$ cat src/rtl/cordic_arbiter_pkg.sv
// Shared definitions for the CORDIC arbiter: FSM state type, core data width
// and the fixed-point constants that clients use to build core operands.
package cordic_pkg;

  localparam int CORDIC_W = 32;

  // CORDIC gain compensation 1/K ~= 0.607253 in Q2.30. Clients load it as x0
  // so that the rotated vector comes out with unit magnitude.
  localparam logic [CORDIC_W-1:0] CORDIC_K = 32'h26DD3B6A;

  // Angle unit for z: signed binary angle, full 32-bit range is one turn,
  // so one LSB is pi / 2^31 rad and 32'h4000_0000 is +90 degrees.
  localparam int                  ANGLE_FRAC_BITS = 31;
  localparam logic [CORDIC_W-1:0] ANGLE_QUARTER   = 32'h4000_0000;

  typedef enum logic [2:0] {
    ST_IDLE = 3'd0,
    ST_CLR  = 3'd1,
    ST_LOAD = 3'd2,
    ST_RUN  = 3'd3,
    ST_RESP = 3'd4
  } arb_state_t;

endpackage

$ cat src/rtl/cordic_arbiter_rr_pick.sv
// Combinational round-robin priority encoder. The search starts one position
// after ptr (the last winner) and wraps, so the last winner has lowest priority.
module rr_pick #(
  parameter int NREQ = 4,
  parameter int PW   = $clog2(NREQ)
) (
  input  logic [NREQ-1:0] req,
  input  logic [PW-1:0]   ptr,
  output logic [NREQ-1:0] gnt,
  output logic [PW-1:0]   idx
);

  logic          found;
  logic [PW-1:0] cand;

  // scan NREQ positions starting at ptr+1; first requester found wins
  always_comb begin
    gnt   = '0;
    idx   = '0;
    found = 1'b0;
    cand  = '0;
    for (int off = 1; off <= NREQ; off++) begin
      cand = PW'((int'(ptr) + off) % NREQ);
      if (!found && req[cand]) begin
        found     = 1'b1;
        gnt[cand] = 1'b1;
        idx       = cand;
      end
    end
  end

endmodule

$ cat src/rtl/cordic_arbiter.sv
// Round-robin scheduler sharing one CORDIC core among NREQ requesters.
// One job in flight at a time: operands are captured at grant, the core is
// cleared, loaded and started, and its result (or a timeout error) is
// returned to the owner on a one-cycle response pulse.
//
//   state | meaning
//   ------+------------------------------------------------------------
//   IDLE  | arbitrate; grant pulse and operand capture when any req
//   CLR   | core_rst high for one cycle
//   LOAD  | operands settle at the core, start still low
//   RUN   | core_start high, watchdog counting, wait for core_done
//   RESP  | rsp_valid[owner] pulse, rsp_err qualifies it
module cordic_arbiter
  import cordic_pkg::*;
#(
  parameter int NREQ    = 4,
  parameter int W       = CORDIC_W,
  parameter int TIMEOUT = 64
) (
  input  logic              clk,
  input  logic              rst,
  input  logic [NREQ-1:0]   req,
  input  logic [NREQ*W-1:0] x_in,
  input  logic [NREQ*W-1:0] y_in,
  input  logic [NREQ*W-1:0] z_in,
  output logic [NREQ-1:0]   grant,
  output logic              busy,
  output logic [NREQ-1:0]   rsp_valid,
  output logic              rsp_err,
  output logic [W-1:0]      rsp_x,
  output logic [W-1:0]      rsp_y,
  output logic [W-1:0]      rsp_z,
  output logic              core_rst,
  output logic              core_start,
  output logic [W-1:0]      core_x0,
  output logic [W-1:0]      core_y0,
  output logic [W-1:0]      core_z0,
  input  logic              core_done,
  input  logic [W-1:0]      core_X,
  input  logic [W-1:0]      core_Y,
  input  logic [W-1:0]      core_Z
);

  localparam int            PW       = $clog2(NREQ);
  localparam int            CW       = (TIMEOUT > 1) ? $clog2(TIMEOUT) : 1;
  localparam logic [CW-1:0] CNT_LAST = CW'(TIMEOUT - 1);

  arb_state_t      state;
  arb_state_t      state_nxt;
  logic [PW-1:0]   ptr;
  logic [CW-1:0]   cnt;
  logic            err_q;
  logic [NREQ-1:0] pick_gnt;
  logic [PW-1:0]   pick_idx;
  logic            any_req;
  logic            accept;
  logic            run_hit;
  logic            run_expire;
  logic [W-1:0]    x_arr [NREQ];
  logic [W-1:0]    y_arr [NREQ];
  logic [W-1:0]    z_arr [NREQ];

  for (genvar gi = 0; gi < NREQ; gi++) begin : g_slice
    assign x_arr[gi] = x_in[gi*W +: W];
    assign y_arr[gi] = y_in[gi*W +: W];
    assign z_arr[gi] = z_in[gi*W +: W];
  end

  rr_pick #(
    .NREQ (NREQ),
    .PW   (PW)
  ) u_pick (
    .req (req),
    .ptr (ptr),
    .gnt (pick_gnt),
    .idx (pick_idx)
  );

  assign any_req    = |req;
  assign accept     = (state == ST_IDLE) && any_req;
  // done has priority over the watchdog when both land in the same cycle
  assign run_hit    = (state == ST_RUN) && core_done;
  assign run_expire = (state == ST_RUN) && !core_done && (cnt == CNT_LAST);

  // state register
  always_ff @(posedge clk) begin
    if (!rst) state <= ST_IDLE;
    else      state <= state_nxt;
  end

  // next-state logic
  always_comb begin
    state_nxt = state;
    case (state)
      ST_IDLE: if (any_req) state_nxt = ST_CLR;
      ST_CLR:  state_nxt = ST_LOAD;
      ST_LOAD: state_nxt = ST_RUN;
      ST_RUN:  if (core_done || (cnt == CNT_LAST)) state_nxt = ST_RESP;
      ST_RESP: state_nxt = ST_IDLE;
      default: state_nxt = ST_IDLE;
    endcase
  end

  // state-decoded outputs; everything but core_rst is forced quiet while rst is low
  always_comb begin
    grant      = '0;
    busy       = 1'b0;
    rsp_valid  = '0;
    rsp_err    = 1'b0;
    core_rst   = !rst;
    core_start = 1'b0;
    if (rst) begin
      case (state)
        ST_IDLE: begin
          grant = pick_gnt;
          busy  = any_req;
        end
        ST_CLR: begin
          busy     = 1'b1;
          core_rst = 1'b1;
        end
        ST_LOAD: busy = 1'b1;
        ST_RUN: begin
          busy       = 1'b1;
          core_start = 1'b1;
        end
        ST_RESP: begin
          busy           = 1'b1;
          rsp_valid[ptr] = 1'b1;
          rsp_err        = err_q;
        end
        default: ;
      endcase
    end
  end

  // job ownership and operand capture at grant; ptr doubles as the owner index
  always_ff @(posedge clk) begin
    if (!rst) begin
      ptr     <= PW'(NREQ - 1);
      core_x0 <= '0;
      core_y0 <= '0;
      core_z0 <= '0;
    end else if (accept) begin
      ptr     <= pick_idx;
      core_x0 <= x_arr[pick_idx];
      core_y0 <= y_arr[pick_idx];
      core_z0 <= z_arr[pick_idx];
    end
  end

  // watchdog: cleared in LOAD so the first RUN cycle sees zero
  always_ff @(posedge clk) begin
    if (!rst)                  cnt <= '0;
    else if (state == ST_LOAD) cnt <= '0;
    else if (state == ST_RUN)  cnt <= cnt + CW'(1);
  end

  // result registers hold until the next job finishes
  always_ff @(posedge clk) begin
    if (!rst) begin
      rsp_x <= '0;
      rsp_y <= '0;
      rsp_z <= '0;
      err_q <= 1'b0;
    end else if (run_hit) begin
      rsp_x <= core_X;
      rsp_y <= core_Y;
      rsp_z <= core_Z;
      err_q <= 1'b0;
    end else if (run_expire) begin
      rsp_x <= '0;
      rsp_y <= '0;
      rsp_z <= '0;
      err_q <= 1'b1;
    end
  end

endmodule

$ cat config.mk
export PLATFORM = sky130hd
export DESIGN_NAME = cordic_arbiter
export DESIGN_NICKNAME = d
export VERILOG_FILES = /design/src/rtl/cordic_arbiter_pkg.sv /design/src/rtl/cordic_arbiter_rr_pick.sv /design/src/rtl/cordic_arbiter.sv
export SDC_FILE = /design/constraint.sdc
export NUM_CORES = 1
export LEC_CHECK = 0
export ABC_AREA = 1
export CORE_AREA = 2 2 273 275
export CTS_CLUSTER_SIZE = 12
export DETAILED_ROUTE_END_ITERATION = 16
export DIE_AREA = 0 0 275 277
export HOLD_SLACK_MARGIN = 0.12
export SLEW_MARGIN = 30
export SYNTH_ARGS = -nofsm -noshare
export SYNTH_HDL_FRONTEND = slang
export SYNTH_HIERARCHICAL = 1
export SYNTH_SLANG_ARGS = --single-unit
$ cat constraint.sdc
create_clock -name clk -period 2.89 [get_ports clk]
set_clock_uncertainty 0.15 [all_clocks]
set_input_delay 0.289 -clock clk [delete_from_list [all_inputs] [get_ports clk]]
set_output_delay 0.289 -clock clk [all_outputs]
set_load 0.01 [all_outputs]
==> summary.txt <==
Worst setup path
  • Setup crit end kind: primary output
  • Crit-path max cell delay: 0.38 ns
  • Worst path required time: 2.45 ns
  • Crit-path cells: inv_8 > ha_4 > inv_2 > buf_6 > nand2_4 > nand2_4 > buf_6 > nor2_8 > nand3_1 > nand3_1 > inv_1 > nor2_2 > buf_6
  • WP data arrival: 2.29 ns
  • Cell mode on critical path: buf_6
  • Setup CP Type: flop to primary output
  • CP max stage cell: dfxtp_4
  • Buf/Inv on CP: 6
  • CP max FO: 5
  • Crit start category: flop
  • CP top delay family: simple AND/OR/NAND/NOR gates

STA
  • Crit path time final: 2.73 ns
  • Final setup violation count: 0
  • Period utilization: 94.5%
  • Fin Hold WS: 0.160 ns
  • Slew HR: 58.8%
  • Max Fclk: 366 MHz
  • Final hold violations: 0
  • Max-slew violation count: 0
  • Tightest Pin Transition: 0.618 ns

Detailed routing
  • Final ANT Viol Nets: 0
  • Post-DR wirelength/cell: 15.4 um
  • Routed Wire Length: 55,200 um
  • Via/cell ratio: 4.03
  • DRC Markers: 0
  • Initial drt markers: 570
  • DRT Pass-1 Iters: 5
  • Via count: 14,442

Clock tree
  • Later-pin clock latency in the skew report: 0.55 ns
  • Clock sink count: 204
  • CTS max path bufs: 3
  • CTS Buf Count: 27
  • CTS tree: yes
  • CTS Root Cell: clkbuf_16
  • Reg clk slew, reported paths: 0.06 ns
  • H-tree levels: 1

Yosys
  • Synth Instances: 1,865
  • Top cells by instance count after synthesis: nor2_1 (498), nand2_1 (320), o21ai_0 (224)
  • Most numerous cell in the Yosys netlist: nor2_1
  • Syn Area/Cell: 6.13 um2
  • #FFs+latches synth: 204
  • Synth top area share: 35.8%
  • Distinct cells, synth: 34
  • Syn_nets: 2,361
  • Ranking of synthesized cells by area: dfxtp_1 (36%), nor2_1 (16%), nand2_1 (11%)
  • Yosys top cell by area: dfxtp_1
  • Yosys warns: 6
  • Sequential area share after synthesis: 35.8%
  • Post-synth EDFFs: 0
  • Mapped cell area: 0.0114 mm2
  • Post-synth top flop: dfxtp_1
  • Async SR Flop Fraction: 0%

Finish
  • # fillers: 8,062
  • Area Overhead vs Synth: 87.5%
  • Final Net Count: 3,087
  • Fin cells: 3,581
  • Fin util: 29.1%
  • Finished Cell Area: 0.0214 mm2
  • Layout cells sized above 1: 8.05%

Job
  • Max cap viols: 0

Global routing
  • First-pass GRT wire length: 82,100 um
  • Number of global-route vias before repair: 14,231
  • Largest net degree at the start of global routing: 101
  • GRT Util Overall: 13.8%
  • Initial antenna violation count: 6
  • Total grt overflow: 0

Power and ir drop
  • Peak VDD IR: 0.486 mV
  • PD cells: 822 mW/mm2
  • Overall power: 17.6 mW
  • Leakage Power: 8.38 nW

Die
  • Starting Density: 15.5%
  • Io pins: 691
  • Die Ht: 277 um
  • Rows: 100
  • Core area: 0.0736 mm2
  • Die area: 0.0762 mm2
  • Die Wd: 275 um

Placement
  • Number of port buffers: 690
  • Placer Congestion: 0.859
  • Placed insts: 3,482
  • HPWL after DPL: 42,400 um
  • Cell Area, Placed: 0.0199 mm2

Worst hold path
  • Hold Crit Class: input port to flop

Status
  • Status: finished, final reports clean
[routing by layer]
metal / global-route usage [%] / vias up / routed length (um)
li1: - / 7394 / -
met1: 15.3 / 6410 / 21600
met2: 24.4 / 547 / 26400
met3: 4.40 / 87 / 5280
met4: 5.02 / 4 / 1900
met5: 0 / - / 27
[cell type report]
type | count | area, um2 | area share, %
Inverter | 130 | 509 | 2.38
Antenna cell | 2 | 5.00 | 0.0234
Clock inverter | 16 | 220 | 1.03
Timing Repair Buffer | 834 | 8390 | 39.1
Multi-Input combinational cell | 1394 | 6290 | 29.4
Sequential cell | 204 | 4090 | 19.1
Clock buffer | 32 | 704 | 3.29
Tap cell | 969 | 1210 | 5.66
[repair_timing]
item	in CTS	in global routing
resized for setup	22	21
endpoints found under the hold margin	47	0
setup buffers	0	1
hold buffers	47	0
gates cloned	0	1
setup endpoints to repair	7	90
pin swaps	1	8
[where the power goes]
group | internal (mW) | leakage, nW | switching [mW] | total (mW)
clock network | 2.18 | 0.448 | 1.40 | 3.58
registers | 3.33 | 1.67 | 0.311 | 3.64
logic | 4.67 | 6.26 | 5.73 | 10.4
total | 10.2 | 8.38 | 7.44 | 17.6
[layout by cell type (no fill, tap or decap), types with 7 or more instances in the layout]
cell	instances
nand3_1	117
nor2_1	493
o21ai_1	26
a21oi_1	142
o21ai_0	223
nand2_2	16
clkdlybuf4s50_1	685
dfxtp_1	202
ha_1	8
inv_1	119
nand2_1	317
clkbuf_16	27
a21oi_2	10
clkinv_2	7
dlygate4sd3_1	47
buf_12	21
buf_4	74
[worst paths after layout]
| path | start | to | slack (ns) | depth (start not counted) |
|---|---|---|---|---|
| worst max-delay path | ptr[0] | grant[2] | 0.16 | 13 |
| worst min-delay path | core_X[12] | rsp_x[12] | 0.16 | 3 |
| worst max register to register | ptr[0] | core_x0[17] | 0.18 | 17 |
| worst min register to register | err_q | err_q | 0.31 | 2 |
[registers in the layout (all words and copies together), names as in the netlist, 3 cells and up]
signal / flops
state: 3
core_z0: 32
cnt: 6
core_x0: 32
rsp_y: 32
core_y0: 32
rsp_x: 32
rsp_z: 32
[cells by family (layout without fill, tap and decap cells)]
family	after synthesis	in the layout	synth area share [%]
other	0	2	0
and+or+nand+nor	974	975	34.7
AOI/OAI and AO/OA	409	409	18.4
DFF	204	204	35.8
adders and majority gates	9	9	0.986
xor gates and xnor gates	1	1	0.0767
buffers and inverters	268	1012	10.1
[worst register-to-register path: stages (launching register included)]
cell and delay, ns:
dfxtp_4 0.38, inv_8 0.04, ha_4 0.26, buf_4 0.12
nand3_1 0.08, nand2_2 0.10, nand2_2 0.07, nor2_2 0.14
nor2_2 0.06, nor2_4 0.12, buf_12 0.14, buf_16 0.18
buf_12 0.27, buf_4 0.18, nor2_1 0.04, nor2_1 0.07
o21ai_0 0.09, a21oi_1 0.15
[per-stage QoR]
step / setup TNS [ns] / setup WS [ns]
2_1_floorplan: 0 / 0.0520
3_3_place_gp: -0.541 / -0.163
3_5_place_dp: -1.33 / -0.204
4_1_cts: 0 / 0.0319
5_1_grt: -0.00512 / -0.00428
6_report: 0 / 0.160
No activity file was read; power rests on OpenSTA's default activity.
